<file path="config.mk">
export PLATFORM = sky130hd
export DESIGN_NAME = norm_unit
export DESIGN_NICKNAME = d
export VERILOG_FILES = /design/src/rtl/norm_unit.sv
export SDC_FILE = /design/constraint.sdc
export NUM_CORES = 1
export LEC_CHECK = 0
export ABC_AREA = 1
export CAP_MARGIN = 20
export CORE_MARGIN = 2
export CORE_UTILIZATION = 50
export CTS_BUF_LIST = sky130_fd_sc_hd__clkbuf_4 sky130_fd_sc_hd__clkbuf_8 sky130_fd_sc_hd__clkbuf_16
export CTS_CLUSTER_DIAMETER = 150
export DETAILED_ROUTE_END_ITERATION = 7
export PLACE_DENSITY = 0.73
export SKIP_CTS_REPAIR_TIMING = 1
export SYNTH_ARGS = -nofsm -noshare
export SYNTH_HDL_FRONTEND = slang
export SYNTH_SLANG_ARGS = --single-unit
</file>
<file path="constraint.sdc">
create_clock -name clk -period 2.4 [get_ports clk]
set_input_delay 0.72 -clock clk [delete_from_list [all_inputs] [get_ports clk]]
set_output_delay 0.72 -clock clk [all_outputs]
set_load 0.01 [all_outputs]
</file>
<file path="src/rtl/norm_unit.sv">
// Iterative 16-bit normalizer: counts leading zeros (sgn=0) or redundant leading
// sign bits (sgn=1) with a 4-stage 8/4/2/1 shift search, then reports the result.
module norm_unit (
    input  logic        clk,
    input  logic        rst,
    input  logic        start,
    input  logic        sgn,
    input  logic [15:0] src0,
    output logic        busy,
    output logic        done,
    output logic [15:0] opt,
    output logic [3:0]  shamt,
    output logic        zero
);

    typedef enum logic [1:0] {
        IDLE  = 2'd0,
        SHIFT = 2'd1,
        DONE  = 2'd2
    } state_t;

    state_t      state;
    state_t      state_nxt;
    logic [1:0]  k;
    logic [15:0] w;
    logic [15:0] w_nxt;
    logic [3:0]  c;
    logic [3:0]  c_nxt;
    logic [3:0]  step;
    logic        sg;
    logic        z;
    logic        hit;

    // Stage k examines the top n bits (zero mode) or n+1 bits (sign mode), n = 8>>k.
    always_comb begin
        hit = 1'b0;
        case (k)
            2'd0:    hit = sg ? ((&w[15:7])  | ~(|w[15:7]))  : ~(|w[15:8]);
            2'd1:    hit = sg ? ((&w[15:11]) | ~(|w[15:11])) : ~(|w[15:12]);
            2'd2:    hit = sg ? ((&w[15:13]) | ~(|w[15:13])) : ~(|w[15:14]);
            default: hit = sg ? (w[15] == w[14])             : ~w[15];
        endcase
    end

    assign step  = 4'b1000 >> k;
    assign w_nxt = hit ? (w << step) : w;
    assign c_nxt = hit ? (c + step) : c;

    always_ff @(posedge clk or posedge rst) begin
        if (rst) begin
            state <= IDLE;
        end else begin
            state <= state_nxt;
        end
    end

    always_comb begin
        state_nxt = state;
        case (state)
            IDLE:    if (start) state_nxt = SHIFT;
            SHIFT:   if (k == 2'd3) state_nxt = DONE;
            DONE:    state_nxt = IDLE;
            default: state_nxt = IDLE;
        endcase
    end

    always_comb begin
        busy = (state == SHIFT) || (state == DONE);
        done = (state == DONE);
    end

    // The zero flag is decided from the operand at load time, not from the shifted value.
    always_ff @(posedge clk or posedge rst) begin
        if (rst) begin
            k     <= 2'd0;
            w     <= 16'h0000;
            c     <= 4'd0;
            sg    <= 1'b0;
            z     <= 1'b0;
            opt   <= 16'h0000;
            shamt <= 4'd0;
            zero  <= 1'b0;
        end else begin
            case (state)
                IDLE: begin
                    if (start) begin
                        w  <= src0;
                        c  <= 4'd0;
                        sg <= sgn;
                        z  <= sgn ? ((src0 == 16'h0000) || (src0 == 16'hFFFF))
                                  : (src0 == 16'h0000);
                        k  <= 2'd0;
                    end
                end
                SHIFT: begin
                    w <= w_nxt;
                    c <= c_nxt;
                    k <= k + 2'd1;
                    if (k == 2'd3) begin
                        opt   <= w_nxt;
                        shamt <= c_nxt;
                        zero  <= z;
                    end
                end
                default: begin
                end
            endcase
        end
    end

endmodule

</file>
* Word-level counts from Yosys, hierarchy flattened
Cells that the tools add are included.
Storage, ports and cells: logic and storage cells 68, bits of input ports 20, output and inout bits 23, bits in registers 47
Cells by class: shift operators 2, reductions and logical operators 19, add/subtract/negate cells 2, bitwise gates (word level) 10, mux-type cells 17, equality and inequality tests 9
Operators by type and width (count):
- $mux W16 | 2
- $pmux W16 S2 | 1
- $eq A16 B16 Y1 const B | 1
- $logic_not A16 Y1 | 1
- $shl A16 B4 Y16 | 1
- $reduce_and A9 Y1 | 1
- $reduce_or A9 Y1 | 1
- $mux W4 | 2
- $pmux W2 S2 | 2
- $pmux W4 S2 | 1
- $reduce_and A2 Y1 | 4
- $reduce_or A8 Y1 | 1
- $not A1 Y1 | 7
- $eq A2 B2 Y1 const B | 3
- $mux W2 | 3
- $mux W1 | 5
- $reduce_and A5 Y1 | 1
- $reduce_or A5 Y1 | 1
- $add A4 B4 Y4 | 1
- $eq A2 B1 Y1 const B | 2
- $logic_not A2 Y1 | 2
- $ne A2 B2 Y1 const B | 2
- $reduce_or A4 Y1 | 1
- $shr A4 B2 Y4 const A | 1
- 9 further kinds | 12

* Longest topological paths before layout
Gate-level depths: netlist of the first run.
depth after elaboration 7, mapped depth 14, depth with buffers taken out 13

* Least setup slack after synthesis of the first run
OpenSTA, ideal clock, no wires.
path type register -> register, from register k[0], to register c[0], period minus slack after synthesis 1800 ps, stages on the path, launching flop included 13, library setup time 122 ps, arrival time 1678 ps, path buffers 3, data required time 2278 ps, setup slack 600 ps, cell sequence dfrtp_1 -> inv_1 -> ha_1 -> clkbuf_1 -> nand2_1 -> a21oi_1 -> nand3_1 -> nand2_1 -> buf_6 -> buf_12 -> nand3b_1 -> nand3_1 -> o21ai_2
Between the ends: cells in the longest elaborated chain, start to end 4, elaborated cells on any way between the ends 8, classes of those cells add/sub (1); eq/ne (2); shift (1); mux (3); reduce/logical (1)
RTL lines:
- start, declared | line 24 | logic [1:0] k;
- start signal, assigned | line 98 | k <= k + 2'd1;
- $shr A4 B2 Y4, or another cell as far along | line 45 | assign step = 4'b1000 >> k;
- $add A4 B4 Y4 or $pmux W1 S3 (tied branches) | line 47, 37
- $mux W4 * | line 47 | assign c_nxt = hit ? (c + step) : c;
- $pmux W4 S2 * | line 84 | case (state)
- end signal, assigned | line 97 | c <= c_nxt;
- end, declared | line 27 | logic [3:0] c;
Mark *: on every way between the ends. The rest lies on a longest branch, timed or not. A chain may end at the register's enable or synchronous reset.

* Worst setup path after layout of the first run
from register state[0], to output port busy
Between the ends: cells in the longest elaborated chain, start to end 2, elaborated cells on any way between the ends 3, classes of those cells eq/ne (2); reduce/logical (1)
RTL lines:
- start, declared | line 22 | state_t state;
- start signal, assigned | line 53 | state <= state_nxt;
- $eq A2 B1 Y1 or $eq A2 B2 Y1 (tied branches) | line 68 | busy = (state == SHIFT) || (state == DONE);
- $logic_or A1 B1 Y1 * | line 68
- end, declared | line 9 | output logic busy,
Marked as above.

==> flow_summary.yaml, run 1 <==
logic_synthesis:
  synth_seq_cells: 47
  yosysMostFrequentCell: "nand2_1"
  synthTopCellsByCount: "nand2_1, nand3_1, dfrtp_1"
  syn-mean-instance-area_sq_um: 6.421
  syn_inst: 538
  synth_ff_type: "dfrtp_1"
  ys_seq_area_frac: 0.3405
  synth_edf_count: 0
  synth_top_area_cell: "dfrtp_1"
  synthArstFlopShare: 1.000
  synth.distinct_cells: 28
  synth_area_sq_um: 3455
  synth_area_leaders: "dfrtp_1, nand2_1, nand3_1"
  syn_nets: 570
  yosysWarningCount: 0
  synth_top_area_frac: 0.3405
clocking:
  cts_max_path_buffers: 2
  htreeDepth: 2
  clk_latency_ns: 0.30
  cts_root_buf: "clkbuf_8"
  cts_tree: "built"
  path_clk_slew_ns: 0.09
  clkSinkCount: 47
  cts_made_buffers: 5
floorplanning:
  initial_utilization: 0.5113
  die_x_microns: 87.12
  die_area_sq_um: 7590
  die_h_microns: 87.12
  core_sq_um: 6756
  fp-row-count: 30
  ios: 43
timing:
  final.setup.tns_ns: 0
  fin_skew_ns: 0.006368
  relSlewSlack: 0.5549
  hold_viol_final: 0
  period_minus_slack_ns: 2.240
  rsz0062_at_grt: "no"
  slew_violations: 0
  setup_viol: 0
  worst_pin_slew_ns: 0.6669
  fin_crit_sh: 0.9332
  worst_slack_ns: 0.1604
  max_freq_mhz: 446.5
power_and_ir_drop:
  p_total_w: 0.006103
  ir_drop_mv: 0.9220
  powerDensity_nw_per_um2: 1533
  leakagePower_nw: 2.123
worst_setup_path:
  rr_worst_depth: 14
  cp.arrival_ns: 1.52
  end_kind: "output port"
  worstPathRequired_ns: 1.68
  crit_path_max_fanout: 3
  r2r-start: "k[0]"
  rrSetupSlack_ns: 0.26
  crit_type: "register to output port"
  rr_endpoint: "opt[8]"
  worstSetupStartpointType: "register"
global_route:
  antenna_found_initial: 0
  grt-ovfl-total: 0
  grt_pass1_wl_microns: 16530
  grt_usage: 0.2806
  grt_pass1_vias: 3358
  grt_max_degree: 48
outcome:
  outcome: "finished clean"
route:
  viasPerCell: 5.478
  num_vias: 3588
  post_drt_wl_per_cell_microns: 15.30
  ant_nets: 0
  drt-total-wl_microns: 10020
  dr.pass1.iters: 6
  drt_iter0_drc: 368
  drc: 0
worst_hold_path:
  min_from: "zero"
  hold-path-cell-count: 2
  hold_path.class: "register to register"
  worst_hold_path.endpoint: "zero"
placed_design:
  dp_slack_ns: 0.1855
  dp_hpwl_microns: 7383
  portBuffers: 42
  gp_congestion: 0.8825
layout:
  antenna_cells: 0
  multi_input_area_sq_um: 1953
  syn2layout_area_growth_pct: 15.21
  drive_above_1_share: 0.04522
  fill_cells: 657
  fin_util: 0.5891
  seqCellArea_sq_um: 1176
  nets: 606
run:
  drv_cap: 0
==> how the worst max path moves through the flow <==
stage                         from  endpoint  cells after the start
after floorplan                rst      c[0]                      1
after detailed placement     start      w[4]                      8
after global routing          k[0]    opt[7]                     14
after global placement       start      w[4]                      8
final                     state[0]      busy                      3
after CTS                 state[0]      busy                      3
==> metal layers <==
metal / GRT usage / up-vias / part of all wire
met5: 0 / - / 0
met1: 0.4075 / 1624 / 0.46
met4: 0.08252 / 0 / 0.021
li1: - / 1803 / -
met2: 0.4427 / 139 / 0.45
met3: 0.03223 / 22 / 0.062
==> placed cells by master (no fill, tap or decap) <==
cell and count:
xnor2_1 2, clkinv_2 2, inv_2 3, o22ai_1 1
ha_1 11, clkinv_1 3, buf_4 11, dfrtp_1 47
o21ai_0 12, nor2_1 37, nand2_1 245, fa_1 1
a21oi_1 15, o21bai_1 1, nor4_1 3, clkbuf_8 5
nand3_1 89, xor2_1 1, nand3b_1 2, inv_1 26
inv_6 1, o21ai_2 2, clkdlybuf4s50_1 42, nor3_1 2
a21o_1 1, nand4_1 6, o21ai_1 2, buf_12 2
==> sequential cells by signal, indices dropped and copies added, names as in the netlist <==
register  flops
c             4
zero          1
sg            1
k             2
w            16
state         2
z             1
shamt         4
opt          16
==> report_power, final <==
part / internal (W) / switching (W) / total, W
Sequential: 0.00114 / 0.000408 / 0.00155
Combinational: 0.00151 / 0.00257 / 0.00407
Clock: 0.000205 / 0.000275 / 0.000481
Total: 0.00285 / 0.00325 / 0.00610
==> per-stage QoR <==
| stage | hold slack, ns | instance area, sq um | instances |
|---|---|---|---|
| 6_report | 0.4846 | 3980 | 655 |
| 5_1_grt | 0.5052 | 3980 | 655 |
| 4_1_cts | 0.4875 | 3980 | 655 |
| 3_5_place_dp | 0.4635 | 3892 | 647 |
| 3_3_place_gp | 0.4639 | 3892 | 647 |
| 2_1_floorplan | 0.4422 | 3455 | 538 |
==> cell families after synthesis <==
logic type	share of synthesized area
and+or+nand+nor	0.4589
buffers and inverters	0.09417
DFF	0.3405
AOI/OAI and AO/OA	0.05325
adders and majority gates	0.04564
xor gates and xnor gates	0.007607
==> cell type report <==
| class | count | area share |
|---|---|---|
| clock buffer | 5 | 0.01729 |
| clock inverter | 3 | 0.004715 |
| inverter | 32 | 0.03018 |
| multi-input combinational | 433 | 0.4907 |
| sequential | 47 | 0.2955 |
| tap | 80 | 0.02515 |
| timing repair buffer | 55 | 0.1364 |
==> worst max-delay path, stage by stage, from the launching register on <==
cell and delay, ns:
dfrtp_1 0.35, inv_1 0.07, ha_1 0.27, clkdlybuf4s50_1 0.52
Note: power is estimated with default switching activity, not from simulation.
==> inputs of run 2 (changes only) <==
--- a/config.mk
+++ b/config.mk
@@ -6,6 +6,7 @@
 export NUM_CORES = 1
 export LEC_CHECK = 0
 export ABC_AREA = 1
+export ABC_CLOCK_PERIOD_IN_PS = 2400
 export CAP_MARGIN = 20
 export CORE_MARGIN = 2
 export CORE_UTILIZATION = 50
@@ -13,6 +14,7 @@
 export CTS_CLUSTER_DIAMETER = 150
 export DETAILED_ROUTE_END_ITERATION = 7
 export PLACE_DENSITY = 0.73
+export REMOVE_ABC_BUFFERS = 1
 export SKIP_CTS_REPAIR_TIMING = 1
 export SYNTH_ARGS = -nofsm -noshare
 export SYNTH_HDL_FRONTEND = slang
==> run 2 against run 1 <==
Against the previous run: wire length decreased by 4.7%; maximum frequency decreased by 0.94%; clock skew rose by 0.0044 ns; worst hold slack got worse by 0.0057 ns; critical path depth is the same; non-clock buffer count rose by 3; clock power up 21%; highest routed layer unchanged.
==> flow_summary.yaml, run 2 (synthesized netlist as in run 1, its figures left out) <==
worst_setup_path:
  worstPathRequired_ns: 1.68
  crit_path_max_fanout: 3
  cp.arrival_ns: 1.54
  crit_type: "register to output port"
  rr_worst_depth: 11
  end_kind: "output port"
  worstSetupStartpointType: "register"
timing:
  max_freq_mhz: 442.3
  rsz0062_at_grt: "no"
  hold_viol_final: 0
  period_minus_slack_ns: 2.261
  relSlewSlack: 0.7268
  slew_violations: 0
  worst_pin_slew_ns: 0.4073
  fin_crit_sh: 0.9420
  setup_viol: 0
  fin_skew_ns: 0.01078
placed_design:
  dp_hpwl_microns: 7042
  portBuffers: 42
  gp_congestion: 0.9377
  place_inst: 650
global_route:
  grt_usage: 0.2731
  grt_pass1_wl_microns: 16360
  grt_max_degree: 48
  grt-ovfl-total: 0
  grt_pass1_vias: 3393
  antenna_found_initial: 0
layout:
  nets: 609
  fin_util: 0.5952
  antenna_cells: 0
  reg.largest.list: "opt x16, w x16"
  layout_commonest_cell: "nand2_1"
  layout_common_cells: "nand2_1, nand3_1, dfrtp_1"
  drive_above_1_share: 0.04853
  syn2layout_area_growth_pct: 16.41
  fin_cells: 657
power_and_ir_drop:
  ir_drop_mv: 0.8715
  p_int_w: 0.002979
  seqPwrFrac: 0.246
  power_switching_w: 0.003140
  power.share.switching: 0.5131
  p_clk_frac: 0.095
  combPwrFrac: 0.659
  leakagePower_nw: 2.144
  powerDensity_nw_per_um2: 1522
clocking:
  cts_made_buffers: 5
  clkSinkCount: 47
  path_clk_slew_ns: 0.08
  cts_tree: "built"
  cts_root_buf: "clkbuf_8"
  clk_latency_ns: 0.30
  cts_max_path_buffers: 2
  htreeDepth: 2
floorplanning:
  fp-row-count: 30
  die_area_sq_um: 7590
  die_h_microns: 87.12
  die_x_microns: 87.12
  initial_utilization: 0.5113
  ios: 43
  core_sq_um: 6756
worst_hold_path:
  hold-path-cell-count: 2
  hold_path.class: "register to register"
route:
  dr.pass1.iters: 5
  viasPerCell: 5.460
  ant_nets: 0
  post_drt_wl_per_cell_microns: 14.53
  drc: 0
  num_vias: 3587
  drt-total-wl_microns: 9548
  drt_iter0_drc: 252
outcome:
  outcome: "finished clean"
run:
  drv_cap: 0
==> run 2: layout make-up <==
| type | instances | area (sq um) |
|---|---|---|
| clock inverters | 1 | 30.03 |
| flip-flops and latches | 47 | 1176 |
| repair buffers | 58 | 565.5 |
| multi-input cells | 433 | 1953 |
| well taps | 80 | 100.1 |
| inverters | 32 | 120.1 |
| fillers | 645 | 2735 |
| clock buffers | 6 | 76.32 |
==> run 2: final timing paths <==
path / start / end / slack (ns)
worst max-delay path: state[0] / busy / 0.14
worst min-delay path: opt[12] / opt[12] / 0.48
worst max register to register: k[0] / w[15] / 0.33
worst min register to register: opt[12] / opt[12] / 0.48
max in group asynchronous: rst / opt[11] / 1.41
min in group asynchronous: rst / state[1] / 0.75
==> run 2: per-layer routing <==
metal / global-route usage / share of wire / vias to the layer above
li1: - / - / 1796
met1: 0.3689 / 0.45 / 1641
met2: 0.4497 / 0.47 / 129
met3: 0.03697 / 0.052 / 21
met4: 0.09650 / 0.026 / 0
met5: 0 / 0 / -
==> run 2: through the flow <==
step / power, W / cell area, sq um / setup WS [ns] / hold WS, ns / setup TNS [ns]
2_1_floorplan: 0.004094 / 3249 / -0.2210 / 0.4422 / -7.293
3_3_place_gp: 0.005401 / 3915 / 0.3348 / 0.4621 / 0
3_5_place_dp: 0.005503 / 3915 / 0.2502 / 0.4647 / 0
4_1_cts: 0.006107 / 4021 / 0.1271 / 0.4852 / 0
5_1_grt: 0.006809 / 4021 / 0.05180 / 0.5086 / 0
6_report: 0.006119 / 4021 / 0.1392 / 0.4789 / 0
==> run 2: power by group through the flow <==
| stage | Sequential, W | Clock [W] | Combinational [W] |
|---|---|---|---|
| global route | 0.00154 | 0.000614 | 0.00465 |
| global placement | 0.00150 | 0 | 0.00391 |
| detailed placement | 0.00150 | 0 | 0.00400 |
| finish | 0.00150 | 0.000581 | 0.00403 |
| CTS | 0.00149 | 0.000585 | 0.00403 |
| floorplan | 0.00147 | 0 | 0.00263 |
==> run 2: worst max-delay path: stages (launching register included) <==
cell             delay [ns]
dfrtp_1                0.37
inv_1                  0.07
ha_1                   0.27
clkdlybuf4s50_1        0.53
